<file path="src/rtl/dir_array_pkg.sv">
// Shared definitions for the directory array: sweep state encoding and
// the address-width helper used to size row ports.
package dir_array_pkg;

  typedef enum logic {
    ST_INIT  = 1'b0,
    ST_READY = 1'b1
  } state_e;

  function automatic int clog2(input int n);
    int r;
    r = 0;
    while ((1 << r) < n) r++;
    return (r < 1) ? 1 : r;
  endfunction

endpackage

</file>
<file path="src/rtl/dir_array_init.sv">
// INIT/READY sequencer: walks a row counter across the array after reset
// or on request, then opens the array for normal reads and writes.
module dir_array_init
  import dir_array_pkg::*;
#(
  parameter int ROWS  = 128,
  parameter int ADR_W = 7
) (
  input  logic             clk_i,
  input  logic             rst_ni,
  input  logic             init_req_i,
  output logic             ready_o,
  output logic             sweep_o,
  output logic [ADR_W-1:0] sweep_adr_o
);

  localparam logic [ADR_W-1:0] LAST_ROW = ADR_W'(ROWS - 1);

  state_e           state_q;
  logic [ADR_W-1:0] cnt_q;
  logic             ready_q;

  always_ff @(posedge clk_i) begin
    if (!rst_ni) begin
      state_q <= ST_INIT;
      cnt_q   <= '0;
      ready_q <= 1'b0;
    end else begin
      case (state_q)
        ST_INIT: begin
          if (cnt_q == LAST_ROW) begin
            state_q <= ST_READY;
            ready_q <= 1'b1;
            cnt_q   <= '0;
          end else begin
            cnt_q <= cnt_q + 1'b1;
          end
        end
        ST_READY: begin
          if (init_req_i) begin
            state_q <= ST_INIT;
            ready_q <= 1'b0;
            cnt_q   <= '0;
          end
        end
        default: begin
          state_q <= ST_INIT;
          ready_q <= 1'b0;
          cnt_q   <= '0;
        end
      endcase
    end
  end

  assign ready_o     = ready_q;
  assign sweep_o     = !ready_q;
  assign sweep_adr_o = cnt_q;

endmodule

</file>
<file path="src/rtl/dir_array.sv">
// One-read/one-write directory array with lane write enables, clear sweep,
// same-cycle write bypass, optional per-lane parity and a registered read.
module dir_array
  import dir_array_pkg::*;
#(
  parameter int              ROWS     = 128,
  parameter int              BITS     = 32,
  parameter int              LANE     = 8,
  parameter int              BYPASS   = 1,
  parameter int              PARITY   = 0,
  parameter logic [BITS-1:0] INIT_VAL = '0,
  localparam int             ADR_W    = clog2(ROWS),
  localparam int             LANES    = BITS / LANE
) (
  input  logic             clk,
  input  logic             rst_n,
  input  logic             init_req,
  output logic             ready,
  input  logic             rd_val,
  input  logic [ADR_W-1:0] rd_adr,
  output logic             rd_dat_val,
  output logic [BITS-1:0]  rd_dat,
  output logic [LANES-1:0] rd_perr,
  input  logic [LANES-1:0] wr_en,
  input  logic [ADR_W-1:0] wr_adr,
  input  logic [BITS-1:0]  wr_dat,
  input  logic [LANES-1:0] wr_perr_inj
);

  localparam logic [ADR_W:0] ROWS_L = (ADR_W + 1)'(ROWS);

  logic             sweep;
  logic [ADR_W-1:0] sweep_adr;

  dir_array_init #(
    .ROWS  (ROWS),
    .ADR_W (ADR_W)
  ) u_init (
    .clk_i       (clk),
    .rst_ni      (rst_n),
    .init_req_i  (init_req & ready),
    .ready_o     (ready),
    .sweep_o     (sweep),
    .sweep_adr_o (sweep_adr)
  );

  logic             rd_in_rng, wr_in_rng, rd_acc;
  logic [LANES-1:0] w_en;
  logic [ADR_W-1:0] w_adr;
  logic [BITS-1:0]  w_dat;
  logic [LANES-1:0] w_inj, w_par;

  assign rd_in_rng = {1'b0, rd_adr} < ROWS_L;
  assign wr_in_rng = {1'b0, wr_adr} < ROWS_L;
  assign rd_acc    = ready & rd_val;

  // Sweep owns the write port; user writes only get through once ready.
  always_comb begin
    w_en  = '0;
    w_adr = wr_adr;
    w_dat = wr_dat;
    w_inj = '0;
    if (sweep) begin
      w_en  = '1;
      w_adr = sweep_adr;
      w_dat = INIT_VAL;
    end else if (ready && wr_in_rng) begin
      w_en  = wr_en;
      w_inj = wr_perr_inj;
    end
    for (int unsigned i = 0; i < LANES; i++)
      w_par[i] = (^w_dat[i*LANE +: LANE]) ^ w_inj[i];
  end

  logic [BITS-1:0] mem [ROWS];

  always_ff @(posedge clk) begin
    for (int unsigned i = 0; i < LANES; i++)
      if (w_en[i]) mem[w_adr][i*LANE +: LANE] <= w_dat[i*LANE +: LANE];
  end

  logic [LANES-1:0] s_par;

  if (PARITY != 0) begin : g_par
    logic [LANES-1:0] pmem [ROWS];
    always_ff @(posedge clk) begin
      for (int unsigned i = 0; i < LANES; i++)
        if (w_en[i]) pmem[w_adr][i] <= w_par[i];
    end
    assign s_par = pmem[rd_adr];
  end else begin : g_nopar
    assign s_par = '0;
  end

  logic [BITS-1:0]  r_dat;
  logic [LANES-1:0] r_spar, r_perr;
  logic             byp_hit;

  assign byp_hit = (BYPASS != 0) && !sweep && (rd_adr == wr_adr);

  always_comb begin
    r_dat  = mem[rd_adr];
    r_spar = s_par;
    r_perr = '0;
    for (int unsigned i = 0; i < LANES; i++) begin
      if (byp_hit && w_en[i]) begin
        r_dat[i*LANE +: LANE] = wr_dat[i*LANE +: LANE];
        r_spar[i]             = w_par[i];
      end
      if (PARITY != 0) r_perr[i] = (^r_dat[i*LANE +: LANE]) ^ r_spar[i];
    end
    if (!rd_in_rng) begin
      r_dat  = INIT_VAL;
      r_perr = '0;
    end
  end

  logic             rd_dat_val_q;
  logic [BITS-1:0]  rd_dat_q;
  logic [LANES-1:0] rd_perr_q;

  always_ff @(posedge clk) begin
    if (!rst_n) begin
      rd_dat_val_q <= 1'b0;
      rd_dat_q     <= '0;
      rd_perr_q    <= '0;
    end else begin
      rd_dat_val_q <= rd_acc;
      if (rd_acc) begin
        rd_dat_q  <= r_dat;
        rd_perr_q <= r_perr;
      end
    end
  end

  assign rd_dat_val = rd_dat_val_q;
  assign rd_dat     = rd_dat_q;
  assign rd_perr    = rd_perr_q;

endmodule

</file>
<file path="config.mk">
export PLATFORM = sky130hd
export DESIGN_NAME = dir_array
export DESIGN_NICKNAME = d
export VERILOG_FILES = /design/src/rtl/dir_array_pkg.sv /design/src/rtl/dir_array_init.sv /design/src/rtl/dir_array.sv
export SDC_FILE = /design/constraint.sdc
export NUM_CORES = 2
export LEC_CHECK = 0
export ABC_CLOCK_PERIOD_IN_PS = 11800
export CORE_ASPECT_RATIO = 0.5
export CORE_MARGIN = 1
export CORE_UTILIZATION = 59
export CTS_CLUSTER_DIAMETER = 50
export CTS_CLUSTER_SIZE = 14
export DETAILED_ROUTE_END_ITERATION = 12
export PLACE_DENSITY = 0.75
export SKIP_CTS_REPAIR_TIMING = 1
export SLEW_MARGIN = 20
export SYNTH_ARGS = -nofsm -noshare
export SYNTH_HDL_FRONTEND = slang
export SYNTH_SLANG_ARGS = --single-unit
</file>
<file path="constraint.sdc">
create_clock -name clk -period 11.8 [get_ports clk]
set_clock_uncertainty 0.05 [all_clocks]
set_input_delay 1.77 -clock clk [delete_from_list [all_inputs] [get_ports clk]]
set_output_delay 1.77 -clock clk [all_outputs]
set_load 0.01 [all_outputs]
</file>
== Yosys cells after proc, flatten, opt, wreduce, memory -nomap -nowiden ==
Memories as Yosys holds them, arrays and structs flattened. A register that Yosys moved wholly into a read port is not among the register bits.
Cells that the tools add are included.

* Flip-flop bits (word level): 10
* Bits in writable memories: 4096
* Bits of input ports: 58
* Output and inout bits: 38
* Logic and storage cells: 34
* Memories kept: 1

{| class="wikitable"
|+ Memory list
! memory !! words !! width !! read ports !! clocked after Yosys merged registers in !! wr ports !! line !! RTL
|-
| mem || 128 || 32 || 1 || 1 || 1 || dir_array.sv:75 || <nowiki>logic [BITS-1:0] mem [ROWS];</nowiki>
|}

* Add/subtract/negate cells: 1
* Eq/ne operators: 3
* Multiplexer cells: 20
* Bitwise gates (word level): 3
* Reduce and logical (&&, ||, !) cells: 2

{| class="wikitable"
|+ Operator list
! cell !! count
|-
| 2-to-1 mux 32 bit || 1
|-
| 2-to-1 mux 7 bit || 3
|-
| one-hot mux 7 bit (2 select lines) || 1
|-
| 2-to-1 mux 1 bit || 12
|-
| adder 7 x 1 -> 7 bit (second input constant) || 1
|-
| equality test 7 bit (second input constant) || 1
|-
| 2-to-1 mux 4 bit || 1
|-
| inequality test 2 x 1 -> 1 bit (second input constant) || 2
|-
| one-hot mux 1 bit (2 select lines) || 2
|-
| AND 1 bit || 2
|-
| AND reduction 2 bit || 1
|-
| zero test 1 bit || 1
|-
| NOT 1 bit || 1
|}

== Longest topological paths before layout ==
* Depth after elaboration: 3
* Depth in mapped cells: 12
* Gate-level depth less buffers: 7

== Hierarchy ==
A second synthesis with hierarchy kept.

* Cell total of the unflattened synthesis: 8151
* Area total of the unflattened synthesis: 162711.1 µm²

{| class="wikitable"
|+ Modules (own cells, without submodules)
! module !! times used !! cells each !! area each (µm²) !! sequential area each (µm²)
|-
| dir_array || 1 || 8098 || 162263.1 || 123658.6
|-
| dir_array_init || 1 || 53 || 447.9 || 180.2
|}

== Least setup slack after synthesis ==
OpenSTA, ideal clock, no wires.

* Path type: input to register
* Start point: in wr_dat[0]
* End point: mem mem[0][0] (data pin)
* Setup time: 534 ps
* Arrival: 3427 ps
* Data required time: 11216 ps
* Setup slack: 7789 ps
* Cell stages on the path: 1
* Buffers on the path: 0
* Cell sequence: and2_1

* Cells in the longest elaborated chain, start to end: 1

{| class="wikitable"
|+ RTL lines
! element !! line !! RTL
|-
| start: declaration || dir_array.sv:26 || <nowiki>input logic [BITS-1:0] wr_dat,</nowiki>
|-
| 2-to-1 mux 32 bit || dir_array.sv:63 || <nowiki>if (sweep) begin</nowiki>
|-
| end: declaration || dir_array.sv:75 ||
|}

Every way passes these cells.

==> reports/qor.tcl <==
set qor(min_delay_path_class) {register to register}
set qor(cts_inserted_buffers) 338
set qor(critical-path-top-delay-family) {buffers and inverters}
set qor(synth-main-ff-cell) {edfxtp_1}
set qor(finalSetupViolCount) 0
set qor(post-route-cell-area_um2) 174000
set qor(setup.worst_path.class) {primary input to register}
set qor(clock_insertion_delay_worst_skew_ps) 890
set qor(worst_hold_startpoint) {rd_dat[25]}
set qor(synthTopCellsByArea) {edfxtp_1 (77%), mux4_2 (11%), mux2i_1 (4.1%)}
set qor(number_of_filler_cells_placed_in_the_layout) 16800
set qor(synthesis.instances) 7823
set qor(ir_drop_uv) 118
set qor(placedInstanceArea_um2) 165000
set qor(clock_power_share_pct) 37.3
set qor(layout-area-overhead-vs-synth_pct) 8.56
set qor(yosysTopAreaCellShare_pct) 76.8
set qor(route.detailed.vias_per_inst) 6.88
set qor(grt_antenna_before_repair) 17
set qor(htreeDepth) 5
set qor(pwr_density_cell_nw_per_um2) 157
set qor(ys.warnings.count) 0
set qor(worst_slack_ps) 6050
set qor(floorplan.core_area_um2) 268000
set qor(tcrit_tclk_final_pct) 48.8
set qor(synth.largest_area_cell) {edfxtp_1}
set qor(worst_slew_pin_slew_ps) 1340
set qor(maxCapViolCount) 0
set qor(worstPathMaxFanout) 36
set qor(cpMaxStageDelayCell) {a2111oi_0}
set qor(synth-async-reset-ratio_pct) 0
set qor(worst_setup_path_start_kind) {primary input}
set qor(final-hold-violation-count) 0
set qor(cts_buffer_depth) 4
set qor(comb_power_share_pct) 4.2
set qor(path_common_cell) {buf_4}
set qor(worst_setup_path_startpoint) {rd_adr[2]}
set qor(floorplan.io_pins) 96
set qor(setup_repair_after_global_routing_missed_its_margin) {no}
set qor(dp_worst_setup_slack_ps) 5280
set qor(switching_share_pct) 20.6
set qor(clock_tree.root_cell) {clkbuf_16}
set qor(syn_area_um2) 160000
set qor(start_util_pct) 59.7
set qor(yosysSeqAreaShare_pct) 77.3
set qor(post_route_antenna_net_violation_count) 0
set qor(final-max-slew-violation-count) 0
set qor(floorplan.die.height_um) 370
set qor(cpPeakStageDelay_ps) 1060
set qor(gp_routability_congestion) 0.863
set qor(vias) 80000
set qor(cell_breakdown_of_the_critical_path) {buf_6 > buf_4 > or3b_4 > buf_4 > buf_4 > o21ai_0 > a2111oi_0 > nor2_1 > nand4_1 > o21ai_1}
set qor(grt_max_degree) 111
set qor(achievable_clock_frequency_mhz) 174
set qor(power_frac_seq_pct) 58.5
set qor(arrival_ps) 6490
set qor(final_layout_size_suffix_gt1_share_pct) 17.9
set qor(wl_um) 395000
set qor(internal_power_uw) 21600
set qor(cts_tree) {yes}
set qor(wire_per_inst_um) 34.0
set qor(outcome) {finished clean}
set qor(cts.reportedPaths.clkPinSlew_ps) 70
set qor(io_buffer_count) 87
set qor(firstDrtPassIters) 6
set qor(cp-end-kind) {register}
set qor(critPathRequiredTime_ps) 12530
set qor(wire_length_of_the_first_global_routing_pass_um) 562000
set qor(dp_hpwl_um) 234000
set qor(cp_num_buf_inv) 4
set qor(num_rows) 134
set qor(numClockSinks) 4138
set qor(grt_pass1_vias) 79000
set qor(switching_power_uw) 5610
set qor(synth_enable_flop_cells) 4096
set qor(min_period_ps) 5750
set qor(fp.dieArea_um2) 274000
set qor(die-width_um) 739
set qor(track_usage_pct) 28.6
set qor(tns_ps) 0
set qor(gr-total-overflow) 0
set qor(detail_route.drc_violations) 0
set qor(timing.slew.headroom_pct) 10.2
set qor(static-leakage-power_uw) 0.0551
set qor(final_net_count) 7968
set qor(post_synth_num_cell_types) 55
set qor(detailed_router_s_first_iteration_violation_count) 11500
set qor(synthesis.area_per_instance_um2) 20.5
set qor(synth.ff_latch_count) 4138
set qor(r2r-start) {u_init.ready_o}
[registers in the layout, summed over array words and instances, names as in the netlist]
| signal | count |
|---|---|
| u_init.ready_o | 1 |
| u_init.state_q | 1 |
| mem | 4096 |
| u_init.sweep_adr_o | 7 |
| rd_dat_val | 1 |
| rd_dat | 32 |
[worst paths after layout]
| check | slack (ps) | end | depth (start not counted) |
|---|---|---|---|
| worst max-delay path | 6050 | rd_dat[23] | 10 |
| worst max register to register | 7230 | mem[18][9] | 5 |
| worst min-delay path | 470 | rd_dat[25] | 2 |
| worst min register to register | 470 | rd_dat[25] | 2 |
[metal layers]
metal,track usage (%),routed length (um)
met1,40.8,150000
met2,43.1,181000
met3,7.72,47700
met4,10.8,16000
met5,1.61,748
[area by class of cell]
type                            count  area, um^2  area share, %
Sequential cell                  4138      124000           71.2
Multi-Input combinational cell   3177       34200           19.6
Clock buffer                      415        8920           5.13
Tap cell                         3604        4510           2.59
Timing Repair Buffer              247        2250           1.30
Clock inverter                     14         150         0.0863
Antenna cell                       18        45.0         0.0259
Inverter                            7        26.3         0.0151
[placed cells by master, fill, tap and decap left out, types with 83 or more instances in the layout]
| cell | count |
|---|---|
| edfxtp_1 | 4096 |
| mux4_2 | 765 |
| mux2i_1 | 651 |
| nor2_1 | 521 |
| clkbuf_16 | 346 |
| o22ai_1 | 260 |
| buf_4 | 147 |
| a22oi_1 | 142 |
| nand2_1 | 86 |
| clkdlybuf4s50_1 | 83 |
[tightest hold or removal path: stages (launching register included)]
cell     delay (ps)
dfxtp_1         340
a22oi_1          90
o21ai_0          60
[per-stage QoR]
stage	cells	power, uW	utilization (%)	hold WS [ps]
global placement	11200	17400	61.4	436
floorplan	7826	17000	-	482
global route	11600	27800	64.8	508
detailed placement	11200	17400	61.4	461
finish	11600	27200	64.8	471
CTS	11600	27200	64.8	476
[logic make-up (layout without fill, tap and decap cells)]
logic type               after synthesis  count (layout)  share of synthesized area (%)
buffers and inverters                511             683                           1.57
flip-flops                          4138            4138                           77.3
XOR/XNOR                               7               7                         0.0383
AND/OR/NAND/NOR                      969             969                           2.73
AO/OA/AOI/OAI                        728             728                           3.16
adder cells (fa/ha/maj)                1               1                        0.00781
other                                  1              22                        0.00234
multiplexers                        1468            1468                           15.2
[cell usage after synthesis, types with 6 or more instances]
library cell / instances
o21ai_0: 51
a22oi_1: 142
nand2_1: 109
a2111oi_0: 6
a221oi_1: 31
mux2i_1: 651
and2_1: 38
nor3_1: 81
a31oi_1: 8
mux4_2: 765
clkbuf_1: 269
inv_1: 6
a21oi_1: 36
buf_4: 83
nand4_1: 9
nand3_1: 60
o211ai_1: 52
buf_2: 101
buf_6: 19
a22o_1: 73
nor2_1: 527
mux2_2: 50
edfxtp_1: 4096
dfxtp_1: 42
buf_1: 29
nor2b_1: 38
a211oi_1: 54
nand2b_1: 8
nor4_1: 75
o22ai_1: 260
[power groups by stage]
stage	clock network [uW]	registers, uW	logic [uW]
after floorplan	0	16300	723
after global placement	0	16300	1100
after detailed placement	0	16300	1110
after CTS	10200	15900	1120
after global routing	10700	15900	1170
final	10200	15900	1130
(Power assumes the default switching activity.)
